$ cat src/rtl/act_pack_vp.sv
// Packs 2/4/8-bit quantized activations LSB-first into OUT_WIDTH-bit words with flush support.
// One cycle from last field to vld_o; one held word absorbs a stalled output before rdy_o drops.
module act_pack_vp #(
    parameter int OUT_WIDTH = 64
) (
    input  logic                 clk,
    input  logic                 rstn,
    input  logic [7:0]           data_i,
    input  logic                 vld_i,
    output logic                 rdy_o,
    input  logic [1:0]           fmap_precision,
    input  logic                 flush,
    output logic [OUT_WIDTH-1:0] pack_o,
    output logic [7:0]           fields_o,
    output logic                 vld_o,
    input  logic                 rdy_i
);

    localparam logic [7:0] LANES2 = 8'(OUT_WIDTH / 2);
    localparam logic [7:0] LANES4 = 8'(OUT_WIDTH / 4);
    localparam logic [7:0] LANES8 = 8'(OUT_WIDTH / 8);

    logic [OUT_WIDTH-1:0] acc;
    logic [OUT_WIDTH-1:0] acc_nxt;
    logic [OUT_WIDTH-1:0] field;
    logic [7:0]           lane_cnt;
    logic [7:0]           cnt_nxt;
    logic [7:0]           lanes;
    logic [7:0]           shamt;
    logic [7:0]           mask;
    logic [1:0]           prec_q;
    logic [1:0]           prec;
    logic                 acc_full;
    logic                 accept;
    logic                 flush_acc;
    logic                 slot_free;
    logic                 complete;

    assign rdy_o = !acc_full;

    always_comb begin
        // Precision is taken live on the first field and from the latch afterwards.
        prec = (lane_cnt == 8'd0) ? fmap_precision : prec_q;
        case (prec)
            2'd0: begin
                mask  = 8'h03;
                lanes = LANES2;
                shamt = lane_cnt << 1;
            end
            2'd1: begin
                mask  = 8'h0F;
                lanes = LANES4;
                shamt = lane_cnt << 2;
            end
            default: begin
                mask  = 8'hFF;
                lanes = LANES8;
                shamt = lane_cnt << 3;
            end
        endcase
        accept    = vld_i && !acc_full;
        flush_acc = flush && !acc_full;
        field     = {{(OUT_WIDTH-8){1'b0}}, data_i & mask} << shamt;
        acc_nxt   = accept ? (acc | field) : acc;
        cnt_nxt   = lane_cnt + {7'd0, accept};
        complete  = (accept && cnt_nxt == lanes) || (flush_acc && cnt_nxt != 8'd0);
        slot_free = !vld_o || rdy_i;
    end

    always_ff @(posedge clk or negedge rstn) begin
        if (!rstn) begin
            acc      <= '0;
            lane_cnt <= 8'd0;
            prec_q   <= 2'd0;
            acc_full <= 1'b0;
            pack_o   <= '0;
            fields_o <= 8'd0;
            vld_o    <= 1'b0;
        end else if (acc_full) begin
            // A held word keeps its lane count until it moves to the output register.
            if (slot_free) begin
                pack_o   <= acc;
                fields_o <= lane_cnt;
                vld_o    <= 1'b1;
                acc      <= '0;
                lane_cnt <= 8'd0;
                acc_full <= 1'b0;
            end
        end else begin
            if (accept && lane_cnt == 8'd0) begin
                prec_q <= fmap_precision;
            end
            if (complete && slot_free) begin
                pack_o   <= acc_nxt;
                fields_o <= cnt_nxt;
                vld_o    <= 1'b1;
                acc      <= '0;
                lane_cnt <= 8'd0;
            end else if (complete) begin
                acc      <= acc_nxt;
                lane_cnt <= cnt_nxt;
                acc_full <= 1'b1;
            end else begin
                acc      <= acc_nxt;
                lane_cnt <= cnt_nxt;
                if (rdy_i) begin
                    vld_o <= 1'b0;
                end
            end
        end
    end

endmodule

$ cat config.mk
export PLATFORM = sky130hd
export DESIGN_NAME = act_pack_vp
export DESIGN_NICKNAME = d
export VERILOG_FILES = /design/src/rtl/act_pack_vp.sv
export SDC_FILE = /design/constraint.sdc
export NUM_CORES = 1
export LEC_CHECK = 0
export ABC_AREA = 0
export BUFFER_PORTS_ARGS = -buffer_cell sky130_fd_sc_hd__buf_2
export CAP_MARGIN = 10
export CORE_MARGIN = 10
export CORE_UTILIZATION = 45
export CTS_BUF_LIST = sky130_fd_sc_hd__clkbuf_4
export CTS_CLUSTER_DIAMETER = 30
export CTS_CLUSTER_SIZE = 30
export DETAILED_ROUTE_END_ITERATION = 6
export MAX_ROUTING_LAYER = met4
export PLACE_DENSITY = 0.76
export SKIP_CTS_REPAIR_TIMING = 1
export SLEW_MARGIN = 20
export SYNTH_ARGS = -nofsm -noshare
export SYNTH_HDL_FRONTEND = slang
export SYNTH_SLANG_ARGS = --single-unit
$ cat constraint.sdc
create_clock -name clk -period 3.27 [get_ports clk]
set_input_delay 0.4905 -clock clk [delete_from_list [all_inputs] [get_ports clk]]
set_output_delay 0.4905 -clock clk [all_outputs]
set_load 0.02 [all_outputs]
# After elaboration in Yosys (flattened, before gate mapping)
# Cells that the tools add are included.
totals:
  register_bits: 148
  input_bits: 15
  word_cells: 60
op_classes:
  n_shift: 1
  bitwise_logic: 3
  n_eq_ne: 4
  n_reduce_logical: 18
  n_mux: 26
  addsub: 1
op_table:
  columns: ["operator", "n"]
  rows:
  - ["$mux W64", 7]
  - ["$or A64 B64 Y64", 1]
  - ["$shl A8 B8 Y64", 1]
  - ["$mux W8", 6]
  - ["$pmux W8 S2", 2]
  - ["$pmux W6 S2", 1]
  - ["$mux W1", 9]
  - ["$add A8 B1 Y8", 1]
  - ["$and A8 B8 Y8", 1]
  - ["$eq A8 B6 Y1", 1]
  - ["$logic_not A8 Y1", 1]
  - ["$reduce_bool A8 Y1", 1]
  - ["$logic_and A1 B1 Y1", 6]
  - ["$reduce_and A2 Y1", 2]
  - ["$ne A3 B2 Y1 const B", 1]
  - ["$reduce_and A3 Y1", 1]
  - ["$reduce_bool A3 Y1", 1]
  - ["$eq A2 B1 Y1 const B", 1]
  - ["$logic_not A1 Y1", 2]
  - ["$logic_not A2 Y1", 1]
  - ["$logic_or A1 B1 Y1", 2]
  - ["$mux W2", 1]
  - ["$ne A2 B1 Y1 const B", 1]
  - ["$reduce_bool A2 Y1", 1]
  - ["$not A1 Y1", 1]

# Logic depth before layout (Yosys ltp)
logic_depth:
  ltp_word: 10
  ltp_mapped: 16
  depth_no_buf: 12

# Worst setup path after synthesis
# No wires, ideal clock.
synth_path:
  path_type: "register to register"
  start: "reg acc_full"
  end: "reg acc[59]"
  arrival_time_ns: 3.262
  period_less_slack_ns: 3.384
  slack_ns: -0.114
  required_ns: 3.148
  n_path_buf: 3
  stages_incl_launch_ff: 16
  path_cell_list: "dfrtp_1 > clkbuf_1 > clkinv_1 > nand2_1 > inv_1 > ha_1 > ha_1 > and3_1 > a311oi_1 > a31o_2 > and3_1 > nand4_1 > and2_1 > buf_2 > buf_6 > a32o_1"
synth_between:
  elab_chain_cells: 9
  word_cells_on_any_way: 14
  classes_between: "1 x add/sub; 2 x eq/ne; 3 x mux; 8 x reduce/logical"
synth_lines:
  columns: ["element", "line", "text"]
  rows:
  - ["start, declared", "33", "logic acc_full;"]
  - ["start signal, assigned", "75", "acc_full <= 1'b0;"]
  - ["start signal, assigned", "87", "acc_full <= 1'b0;"]
  - ["start signal, assigned", "102", "acc_full <= 1'b1;"]
  - ["$logic_not A1 Y1 (*)", null, null]
  - ["net rdy_o", "10", "output logic rdy_o,"]
  - ["$logic_and A1 B1 Y1", "61", "accept = vld_i && !acc_full;"]
  - ["$add A8 B1 Y8", "65", "cnt_nxt = lane_cnt + {7'd0, accept};"]
  - ["$eq A8 B6 Y1 or $reduce_bool A8 Y1 (tied branches)", "66", "complete = (accept && cnt_nxt == lanes) || (flush_acc && cnt_nxt != 8'd0);"]
  - ["$logic_and A1 B1 Y1", "66", null]
  - ["$logic_or A1 B1 Y1", "66", null]
  - ["$logic_and A1 B1 Y1", "93", "if (complete && slot_free) begin"]
  - ["$mux W64 (*)", "93", null]
  - ["$mux W64 (*)", "79", "end else if (acc_full) begin"]
  - ["end signal, assigned", "100", "acc <= acc_nxt;"]
  - ["end signal, assigned", "104", "acc <= acc_nxt;"]
  - ["end, declared", "23", "logic [OUT_WIDTH-1:0] acc;"]
# Mark *: on every way through the listed nets, which the timed path passes. The rest lies on a longest branch.
# A chain may end at the register's enable or synchronous reset.

# Worst setup path in the final report
layout_path:
  start: "reg acc_full"
  end: "reg pack_o[29]"
layout_between:
  elab_chain_cells: 9
  word_cells_on_any_way: 16
  classes_between: "1 x add/sub; 2 x eq/ne; 3 x mux; 10 x reduce/logical"
layout_lines:
  columns: ["element", "line", "text"]
  rows:
  - ["$logic_not A1 Y1", "61, 62", null]
  - ["$logic_and A1 B1 Y1", "61", null]
  - ["$add A8 B1 Y8", "65", null]
  - ["$eq A8 B6 Y1 or $reduce_bool A8 Y1 (tied branches)", "66", null]
  - ["$logic_and A1 B1 Y1", "66", null]
  - ["$logic_or A1 B1 Y1", "66", null]
  - ["$logic_and A1 B1 Y1", "93", null]
  - ["$reduce_bool A2 Y1 (no source line)", null, null]
  - ["$reduce_and A2 Y1 (no source line)", null, null]
  - ["end signal, assigned", "94", "pack_o <= acc_nxt;"]
  - ["end, declared", "13", "output logic [OUT_WIDTH-1:0] pack_o,"]
# Parallel ways exist; a longest one is shown, timed or not. The select of a mux whose other input is x is not followed.

==> metrics.txt <==
max_cap viols=0; Netlist cell types=45; Die Area=19000 sq um; clk_lat worst skew=0.55 ns; die width=138 um; Mapped Cells=636; Worst Path Required=3.72 ns; n_diodes=0; status=finished, final reports clean; setup repair after global routing missed its margin=no; final hold vios=0; syn avg cell area=9.84 sq um; ratio of cells with drive above 1 in the final layout=0.212; layout net count=741; CTS tree=yes; drt wl/cell=19.0 um; relative slew slack=0.347; RePlAce Congestion=0.946; hold path start=fmap_precision[1]; Crit. End Element=flop; H-tree levels=4; Max FO, Critical Path=22; register area=3700 sq um; Crit Path Category=flop to flop; period utilization=0.943; largest net degree at the start of global routing=81; Hold WC Path Type=input pin to flop; final setup TNS=0 ns; PwrDens=847 nW/um^2; Starting Density=0.454; DRT Pass-1 Iters=6; CP startpoint=acc_full$_DFF_PN0_; crit path DAT=3.53 ns; port bufs=88; Max Transition Viols Final=0; vias in the first global route=5193; R2R Path Start=acc_full$_DFF_PN0_; multi-input logic area=2350 sq um; #FFs+latches synth=148; All-Layer GR Usage=0.193; post-synthesis net count=653; Clock Skew=0.0239 ns; FF-to-FF path depth=13; Bufs on Longest Clock Path=2; Worst-path clk slew=0.12 ns; commonest non-fill, non-tap cells in the layout=dfrtp_1, nor2_1, buf_2; Setup-failing EPs final=0; fin cells=917; worst hold path depth=2; row cnt=43; starting DRC count in detailed routing=535; Max Fclk=324 MHz; final core utilization=0.529; Final Critical Period=3.08 ns; DIE HEIGHT=138 um; Placed Cells=884; Antenna Nets Post-Route=0; IO Pins=89; leakage power=3.61 nW; gr ovfl total=0; CTS Root Cell=clkbuf_4; Sink Count=148; routed vias=5327; # DRC=0; cts bufs inserted=17; worst-margin pin slew=0.977 ns; Total Wirelength=17400 um; DP Wirelength=12200 um; synth warn=0; Core Box Area=13800 sq um; sequential share of the synthesized area=0.592; Vias per Instance=5.81; Startpoint Class=flop; Min Hold Slack=0.261 ns; commonest non-fill, non-tap cell in the layout=dfrtp_1; antenna violations before repair=0; Mapped Area=6260 sq um; Layout fillers=1276; first-pass GRT wire length=27900 um; Area Overhead vs Synth=16.5%; Peak VDD IR=0.466 mV
[synth_stat cells (all sizes together)]
| cell | n | area, sq um |
|---|---|---|
| or2 | 3 | 18.8 |
| a31o | 1 | 8.76 |
| inv | 4 | 15.0 |
| o31ai | 2 | 15.0 |
| nand2b | 4 | 25.0 |
| dfrtp | 148 | 3700 |
| a41oi | 1 | 8.76 |
| and4 | 1 | 8.76 |
| ha | 2 | 25.0 |
| and2 | 5 | 31.3 |
| clkbuf | 22 | 82.6 |
| clkinv | 1 | 3.75 |
| nor2b | 5 | 31.3 |
| nor3 | 10 | 50.1 |
| a32o | 2 | 20.0 |
| a21boi | 4 | 30.0 |
| or3 | 3 | 23.8 |
| o21a | 1 | 7.51 |
| o22ai | 2 | 12.5 |
| a22oi | 4 | 30.0 |
| and3 | 8 | 50.1 |
| a211o | 2 | 17.5 |
| nor4 | 7 | 50.1 |
| a21oi | 64 | 320 |
| nand4 | 5 | 31.3 |
| mux2i | 7 | 70.1 |
| xor2 | 4 | 35.0 |
| a311oi | 1 | 8.76 |
| nand3 | 82 | 410 |
| o2bb2ai | 7 | 61.3 |
| buf | 22 | 104 |
| xnor2 | 8 | 70.1 |
| nand2 | 20 | 75.1 |
| o311a | 1 | 10.0 |
| nor2 | 88 | 330 |
| mux2 | 5 | 56.3 |
| a31oi | 4 | 25.0 |
| o21ai | 76 | 380 |
[power by group]
group / total [mW] / switching [mW] / internal (mW)
Combinational: 2.58 / 1.85 / 0.722
Clock: 1.26 / 0.647 / 0.610
Sequential: 2.34 / 0.206 / 2.14
[final cells by class]
class                   count  share of cell area
well taps                 180              0.0309
repair buffers            113              0.0913
clock inverters            14              0.0254
flip-flops and latches    148               0.508
inverters                   5             0.00275
clock buffers              18              0.0185
multi-input cells         439               0.323
[final timing paths]
kind                       slack, ns                     end
hold reg to reg                 0.49     acc[12]$_DFFE_PN0P_
setup reg to reg                0.19  pack_o[29]$_DFFE_PN0P_
hold / removal                  0.26   prec_q[1]$_DFFE_PN0P_
max in group asynchronous       1.89     acc[39]$_DFFE_PN0P_
setup / recovery                0.19  pack_o[29]$_DFFE_PN0P_
min in group asynchronous       0.55  pack_o[59]$_DFFE_PN0P_
[metrics by stage]
| stage | worst slack, ns | instance area [sq um] | power (mW) |
|---|---|---|---|
| floorplan | 0.0357 | 6260 | 4.04 |
| global placement | 0.193 | 6950 | 4.84 |
| detailed placement | 0.0571 | 6950 | 4.92 |
| CTS | 0.118 | 7270 | 6.17 |
| global route | 0.0190 | 7290 | 6.55 |
| finish | 0.187 | 7290 | 6.18 |
[logic make-up (layout without fill, tap and decap cells)]
| logic type | after synthesis | after routing | share of synthesized area |
|---|---|---|---|
| DFF | 148 | 148 | 0.592 |
| AOI/OAI and AO/OA | 172 | 172 | 0.153 |
| xor gates and xnor gates | 12 | 12 | 0.0168 |
| buffers and inverters | 49 | 150 | 0.0328 |
| and+or+nand+nor | 241 | 241 | 0.182 |
| adders and majority gates | 2 | 2 | 0.00400 |
| muxes | 12 | 12 | 0.0202 |
[state kept, by name (all words and copies together) (netlist names)]
signal / cells
acc: 64
pack_o: 64
fields_o: 8
lane_cnt: 8
prec_q: 2
acc_full: 1
vld_o: 1
[worst max-delay path, stage by stage (launching register included)]
cell      delay, ns
dfrtp_1        0.39
clkinv_2       0.06
nand2_1        0.09
inv_1          0.07
ha_1           0.20
ha_1           0.25
and3_1         0.23
a311oi_1       0.28
a31o_2         0.17
and3_1         0.19
nand4_1        0.19
and2_2         0.39
buf_4          0.26
o21ai_0        0.20
[per-layer routing]
layer	vias up	track usage	wire (um)
met2	241	0.283	8150
met3	23	0.0522	1430
met4	0	0.0603	272
met5	-	-	0
met1	2647	0.258	7530
li1	2416	-	-
Power figures use the tool's default switching activity.
